==> src/rtl/inc_jno_core.sv <==
// inc_jno_core: minimal 2-bit accumulator machine.
// A 2-bit PC indexes a 4-entry ROM; INC bumps the accumulator through a
// ripple-carry incrementer whose carry-out sets a sticky overflow flag,
// JNO jumps while no overflow has occurred, HLT freezes the machine.
module inc_jno_core #(
  parameter logic [7:0] PROGRAM    = 8'b10_11_01_00,
  parameter logic [1:0] JNO_TARGET = 2'd0
) (
  input  logic       clock,
  input  logic       reset,
  input  logic       run,
  output logic [1:0] pc,
  output logic [1:0] instr,
  output logic [1:0] acc,
  output logic       status,
  output logic       halted
);

  typedef enum logic [1:0] {
    OpInc = 2'b00,
    OpJno = 2'b01,
    OpHlt = 2'b10,
    OpNop = 2'b11
  } op_e;

  op_e        op;
  logic [1:0] pc_inc;
  logic [1:0] sum;
  logic       carry0;
  logic       carry;

  // ROM read is purely combinational so instr follows pc with no latency
  assign instr  = PROGRAM[{pc, 1'b0} +: 2];
  assign op     = op_e'(instr);
  assign halted = (op == OpHlt);
  assign pc_inc = pc + 2'd1;

  // Ripple-carry add of constant 2'b01 with carry-in 0
  assign sum[0] = acc[0] ^ 1'b1;
  assign carry0 = acc[0];
  assign sum[1] = acc[1] ^ carry0;
  assign carry  = acc[1] & carry0;

  // Architectural state: one instruction retires per enabled edge
  always_ff @(posedge clock or posedge reset) begin
    if (reset) begin
      pc     <= 2'd0;
      acc    <= 2'd0;
      status <= 1'b0;
    end else if (run) begin
      unique case (op)
        OpInc: begin
          acc    <= sum;
          status <= status | carry;
          pc     <= pc_inc;
        end
        OpJno: pc <= status ? pc_inc : JNO_TARGET;
        OpNop: pc <= pc_inc;
        OpHlt: pc <= pc;
      endcase
    end
  end

endmodule

==> config.mk <==
export PLATFORM = sky130hd
export DESIGN_NAME = inc_jno_core
export DESIGN_NICKNAME = d
export VERILOG_FILES = /design/src/rtl/inc_jno_core.sv
export SDC_FILE = /design/constraint.sdc
export NUM_CORES = 1
export LEC_CHECK = 0
export CORE_AREA = 2 2 39 41
export CTS_BUF_LIST = sky130_fd_sc_hd__clkbuf_8
export DETAILED_ROUTE_END_ITERATION = 7
export DIE_AREA = 0 0 41 43
export DONT_BUFFER_PORTS = 1
export GPL_TIMING_DRIVEN = 1
export PLACE_DENSITY = 0.4
export RECOVER_POWER = 100
export SLEW_MARGIN = 15
export SYNTH_ARGS = -nofsm -noshare
export SYNTH_HDL_FRONTEND = slang
export SYNTH_SLANG_ARGS = --single-unit
==> constraint.sdc <==
create_clock -name clock -period 3.9 [get_ports clock]
set_input_delay 0.585 -clock clock [delete_from_list [all_inputs] [get_ports clock]]
set_output_delay 0.585 -clock clock [all_outputs]
set_load 0.01 [all_outputs]
==> reports/qor.yml, run 1 <==
antenna_found_initial: 0
grt_first_pass_wirelength_um: 807
rsz_0062_raised_after_global_routing: "no"
worstPathArrival_ps: 1200
cts_max_level: 1
gate_count_post_synth: 24
netlist_top_cells_count: "5 x dfrtp_1, 4 x inv_1, 3 x ha_1, 3 x nand2_1"
total_nets_final: 34
cts.hold.buffers_added: 0
synthTopCellsByArea: "dfrtp_1 48%, ha_1 14%, xnor2_1 6.7%"
overall_die_area_sq_um: 1760
final_period_minus_worst_setup_slack_ps: 1790
setup-violations-final: 0
cts_setup_buffers: 0
design.core.area_sq_um: 1380
run_status: "completed"
finalCritPeriodShare_pct: 45.8
synth_edf_count: 0
power.density_nw_per_um2: 1030
detailedRoute.firstPassIterationCount: 2
final_slew_violations: 0
fraction_of_final_layout_cells_sized_beyond_drive_strength_1_pct: 18.5
final-hold-violation-count: 0
slew_headroom_pct: 79.0
timing.critical_path.from_type: "register"
clock_tree_from_tritoncts: "yes"
areaGrowthSynthToFinish_pct: 22.0
yosys.cell_types.count: 11
async_reset_ff_share_pct: 100
initial_utilization_pct: 18.9
grt-ovfl-total: 0
die_width_um: 41
grt_start_max_net_pins: 7
synth_top_area_share_pct: 47.8
viasPerCell: 4.30
global_route.usage.total_pct: 7.38
port-buffer-count: 0
synthesis.area_per_instance_sq_um: 10.9
cts.reportedPaths.clkPinSlew_ps: 40
power.leakage_nw: 0.153
remaining_drcs: 0
synth_seq_area_share_pct: 47.8
worst-setup-path-type: "register to output port"
yosys_warnings: 0
max_freq_mhz: 559
clk_latency_ps: 220
floorplan.rows: 14
timing_worst_slew_pin_value_ps: 315
num_antenna_cells: 0
synth_ff_type: "dfrtp_1"
power.ir.vdd_worst_uv: 384
num_io_pins: 11
netlist_area_sq_um: 262
cts.sink_count: 5
ctsLongestPathBuffers: 2
dp.final_hpwl_um: 386
grt_pass1_vias: 206
synth_most_common_cell: "dfrtp_1"
routed_wire_length_um: 508
whs_ps: 149
synth_largest_area_cell: "dfrtp_1"
cp_data_required_time_ps: 3310
drt-wirelength-per-cell_um: 11.8
drt_iter0_markers: 2
timing.critical_path.to_type: "output port"
post_cts.resized_instances: 0
fp.dieH_um: 43
route.antenna.remaining_nets: 0
cp_max_fo: 6
synth.net_count: 30
fin_tns_setup_ps: 0
vias: 185
cts_made_buffers: 3
clock-root-buffer: "clkbuf_8"
clock-skew-final_ps: 1.41
drv_cap: 0
routabilityCongestion: 0.604
ys_ff_latch: 5
classification_of_the_worst_slack_hold_path: "input port to async pin"
-- power breakdown --
| group | switching, mW | internal, mW |
|---|---|---|
| sequential | 0.0477 | 0.0781 |
| combinational | 0.0554 | 0.0536 |
| clock | 0.0266 | 0.0676 |
| total | 0.130 | 0.199 |
-- layout make-up --
| cell class | count | area [sq um] |
|---|---|---|
| flip-flops and latches | 5 | 125 |
| multi-input cells | 14 | 114 |
| well taps | 16 | 20.0 |
| clock inverters | 1 | 3.75 |
| clock buffers | 3 | 41.3 |
| inverters | 4 | 15.0 |
| fillers | 156 | 1060 |
-- worst max-delay path, cell delays in order (launching register included) --
cell	delay, ps
dfrtp_1	510
inv_1	90
ha_1	380
-- cell usage in the layout (no fill, tap or decap) --
master    Yosys  layout
nand3b_1      1       1
mux2_2        1       1
nand2_1       3       3
o21ai_0       2       2
inv_1         4       5
o311a_1       1       1
a31o_2        1       1
ha_1          3       3
dfrtp_1       5       5
clkbuf_8      0       3
xnor2_1       2       2
-- cells by family after synthesis --
logic type                 count (synthesis)  share of synthesized area, %
adders and majority gates                  3                          14.4
DFF                                        5                          47.8
and+or+nand+nor                            4                          7.18
xor gates and xnor gates                   2                          6.70
AOI/OAI and AO/OA                          4                          11.0
buffers and inverters                      5                          8.61
muxes                                      1                          4.31
-- routing by layer --
| metal | track usage, % | routed length [um] | share of wire (%) |
|---|---|---|---|
| met4 | 2.00 | 0 | 0 |
| met5 | 0 | 0 | 0 |
| met1 | 8.55 | 220 | 43 |
| met2 | 9.69 | 196 | 39 |
| met3 | 6.81 | 90 | 18 |
-- path summary, 6_finish.rpt --
path                             end  slack [ps]     start  cells after the start
max                         instr[0]        2110  register                      2
min                           acc[0]         150     reset                      1
max reg2reg                    pc[0]        2360  register                      4
min reg2reg                   acc[0]         580    acc[0]                      1
max in group asynchronous  async pin        3580     reset                      1
min in group clock            status         530       run                      1
-- per-stage QoR --
step / util [%] / cell area (sq um) / worst slack, ps / cells / power (mW)
3_3_place_gp: 19.8 / 274 / 2350 / 39 / 0.226
2_1_floorplan: - / 262 / 2460 / 24 / 0.216
5_1_grt: 23.1 / 319 / 2030 / 43 / 0.361
4_1_cts: 23.1 / 319 / 2090 / 43 / 0.335
6_report: 23.1 / 319 / 2110 / 43 / 0.329
3_5_place_dp: 19.8 / 274 / 2340 / 39 / 0.235
Note: power is estimated with default switching activity, not from simulation.
==> inputs of run 2 (changes only) <==
==> constraint.sdc (replaced) <==
create_clock -name clock -period 1.5 [get_ports clock]
set_input_delay 0.225 -clock clock [delete_from_list [all_inputs] [get_ports clock]]
set_output_delay 0.225 -clock clock [all_outputs]
set_load 0.01 [all_outputs]
==> run 2 against run 1 <==
Utilization up 1.5 points. Final cell count up 7.0%. Register-to-register slack worse by 2200 ps. Critical path type is now register to register. Global-route usage unchanged. Die area is the same. Clock skew hardly changed. Cell area is 6.7% higher. Combinational power grew to 3.3 times the previous value. Sequential cell count stayed put. Largest power group is now combinational cells.
==> reports/qor.yml, run 2 (same netlist as run 1, synthesis figures left out) <==
route.antenna.remaining_nets: 0
initial_utilization_pct: 18.9
final-hold-violation-count: 0
layout.cells.most_common_list: "5 x inv_1, 5 x dfrtp_1, 3 x nand2_1, 3 x ha_1, 3 x clkbuf_8"
cts_setup_buffers: 0
remaining_drcs: 0
design.core.area_sq_um: 1380
design_power_total_mw: 0.880
total_nets_final: 37
fp.dieH_um: 43
grt-ovfl-total: 0
num_antenna_cells: 0
detailedRoute.firstPassIterationCount: 2
timing_worst_slew_pin_value_ps: 268
fraction_of_final_layout_cells_sized_beyond_drive_strength_1_pct: 20.0
clock_tree_from_tritoncts: "yes"
vias: 196
grt_pass1_vias: 215
critical_path.n_buffers_inverters: 1
power_report.internal_total_mw: 0.539
viasPerCell: 4.26
overall_die_area_sq_um: 1760
clock-root-buffer: "clkbuf_8"
cts.reportedPaths.clkPinSlew_ps: 40
classification_of_the_worst_slack_hold_path: "input port to register"
pwr-share-comb_pct: 40.9
power.density_nw_per_um2: 2580
clock-skew-final_ps: 1.64
placed_cell_area_sq_um: 289
drt-wirelength-per-cell_um: 11.5
cts_max_level: 1
clock_power_share_pct: 27.0
worstPathArrival_ps: 1450
areaGrowthSynthToFinish_pct: 30.1
slowest_delay_ps: 380
switching_power_share_of_the_total_pct: 38.7
final_slew_violations: 0
power.ir.vdd_worst_uv: 647
timing.critical_path.to_type: "register"
final_critical_path_setup_slack_ps: 142
routed_wire_length_um: 531
detailedPlace.worstSlack_ps: 143
cts_made_buffers: 3
setup-violations-final: 0
rr_startpoint: "pc[0]"
drv_cap: 0
floorplan.rows: 14
cp_data_required_time_ps: 1600
path_cells: "inv_1 -> ha_1 -> xnor2_1 -> o311a_1"
routabilityCongestion: 0.587
r2r.worst_path.cells: 4
finalCritPeriodShare_pct: 90.5
ff2ff_setup_slack_ps: 140
timing.critical_path.slowest_stage_cell: "ha_1"
port-buffer-count: 0
cts.sink_count: 5
utilization_pct: 24.6
fin_tns_setup_ps: 0
clk_latency_ps: 220
max_freq_mhz: 737
final_period_minus_worst_setup_slack_ps: 1360
ctsLongestPathBuffers: 2
dp.final_hpwl_um: 425
slew_headroom_pct: 82.1
run_status: "completed"
power.leakage_nw: 0.163
grt_start_max_net_pins: 6
hold_depth: 1
grt_first_pass_wirelength_um: 800
num_io_pins: 11
die_width_um: 41
finalNonFillerCells: 46
drt_iter0_markers: 4
global_route.usage.total_pct: 7.38
antenna_found_initial: 0
power.sequential.fraction_pct: 32.2
rsz_0062_raised_after_global_routing: "no"
switchingPower_mw: 0.340
cp_max_fo: 3
timing.critical_path.from_type: "register"
worst_hold_end: "status"
layout_cell_area_excl_fill_sq_um: 340
crit_reg_reg_endpoint: "pc[0]"
crit_family: "adder cells"
hold_path_startpoint: "run"
worst-setup-path-type: "register to register"
placed_cells_incl_taps: 41
whs_ps: 169
## run 2: routing by layer
layer | vias to the layer above | GRT usage (%) | wire, um
met4 | 0 | 2.00 | 0
met1 | 94 | 6.91 | 225
met2 | 13 | 11.3 | 232
met3 | 0 | 6.81 | 73
li1 | 89 | - | -
met5 | - | 0 | 0
## run 2: power by group through the flow
stage               Sequential, mW  Clock [mW]  Combinational (mW)
floorplan                    0.301           0               0.259
global placement             0.277           0               0.350
detailed placement           0.284           0               0.373
CTS                          0.282       0.244               0.379
global route                 0.295       0.255               0.412
finish                       0.283       0.237               0.360
## run 2: final cells by class
| type | instances | area [sq um] |
|---|---|---|
| clock buffer | 3 | 41.3 |
| clock inverter | 1 | 3.75 |
| timing repair buffer | 3 | 21.3 |
| tap | 16 | 20.0 |
| sequential | 5 | 125 |
| multi-input combinational | 14 | 114 |
| fill | 148 | 1040 |
| inverter | 4 | 15.0 |
## run 2: timing repair
action                                 4_1_cts  5_1_grt
endpoints found under the hold margin        5        0
gates resized for setup                      0        0
hold buffers                                 1        0
## run 2: worst max-delay path by stage
stage                     startpoint       end  slack [ps]  cells past startpoint
final                          pc[0]     pc[0]         140                      4
after global routing           pc[0]  register          70                      5
after CTS                      pc[0]     pc[0]         130                      4
after detailed placement       pc[0]     pc[0]         140                      4
after global placement         pc[0]     pc[0]         200                      4
after floorplan                pc[0]     pc[0]         110                      4
## run 2: worst register-to-register path: stages, from the launching register on
cell and delay [ps]:
dfrtp_1 340, inv_1 70, ha_1 380, xnor2_1 160, o311a_1 290
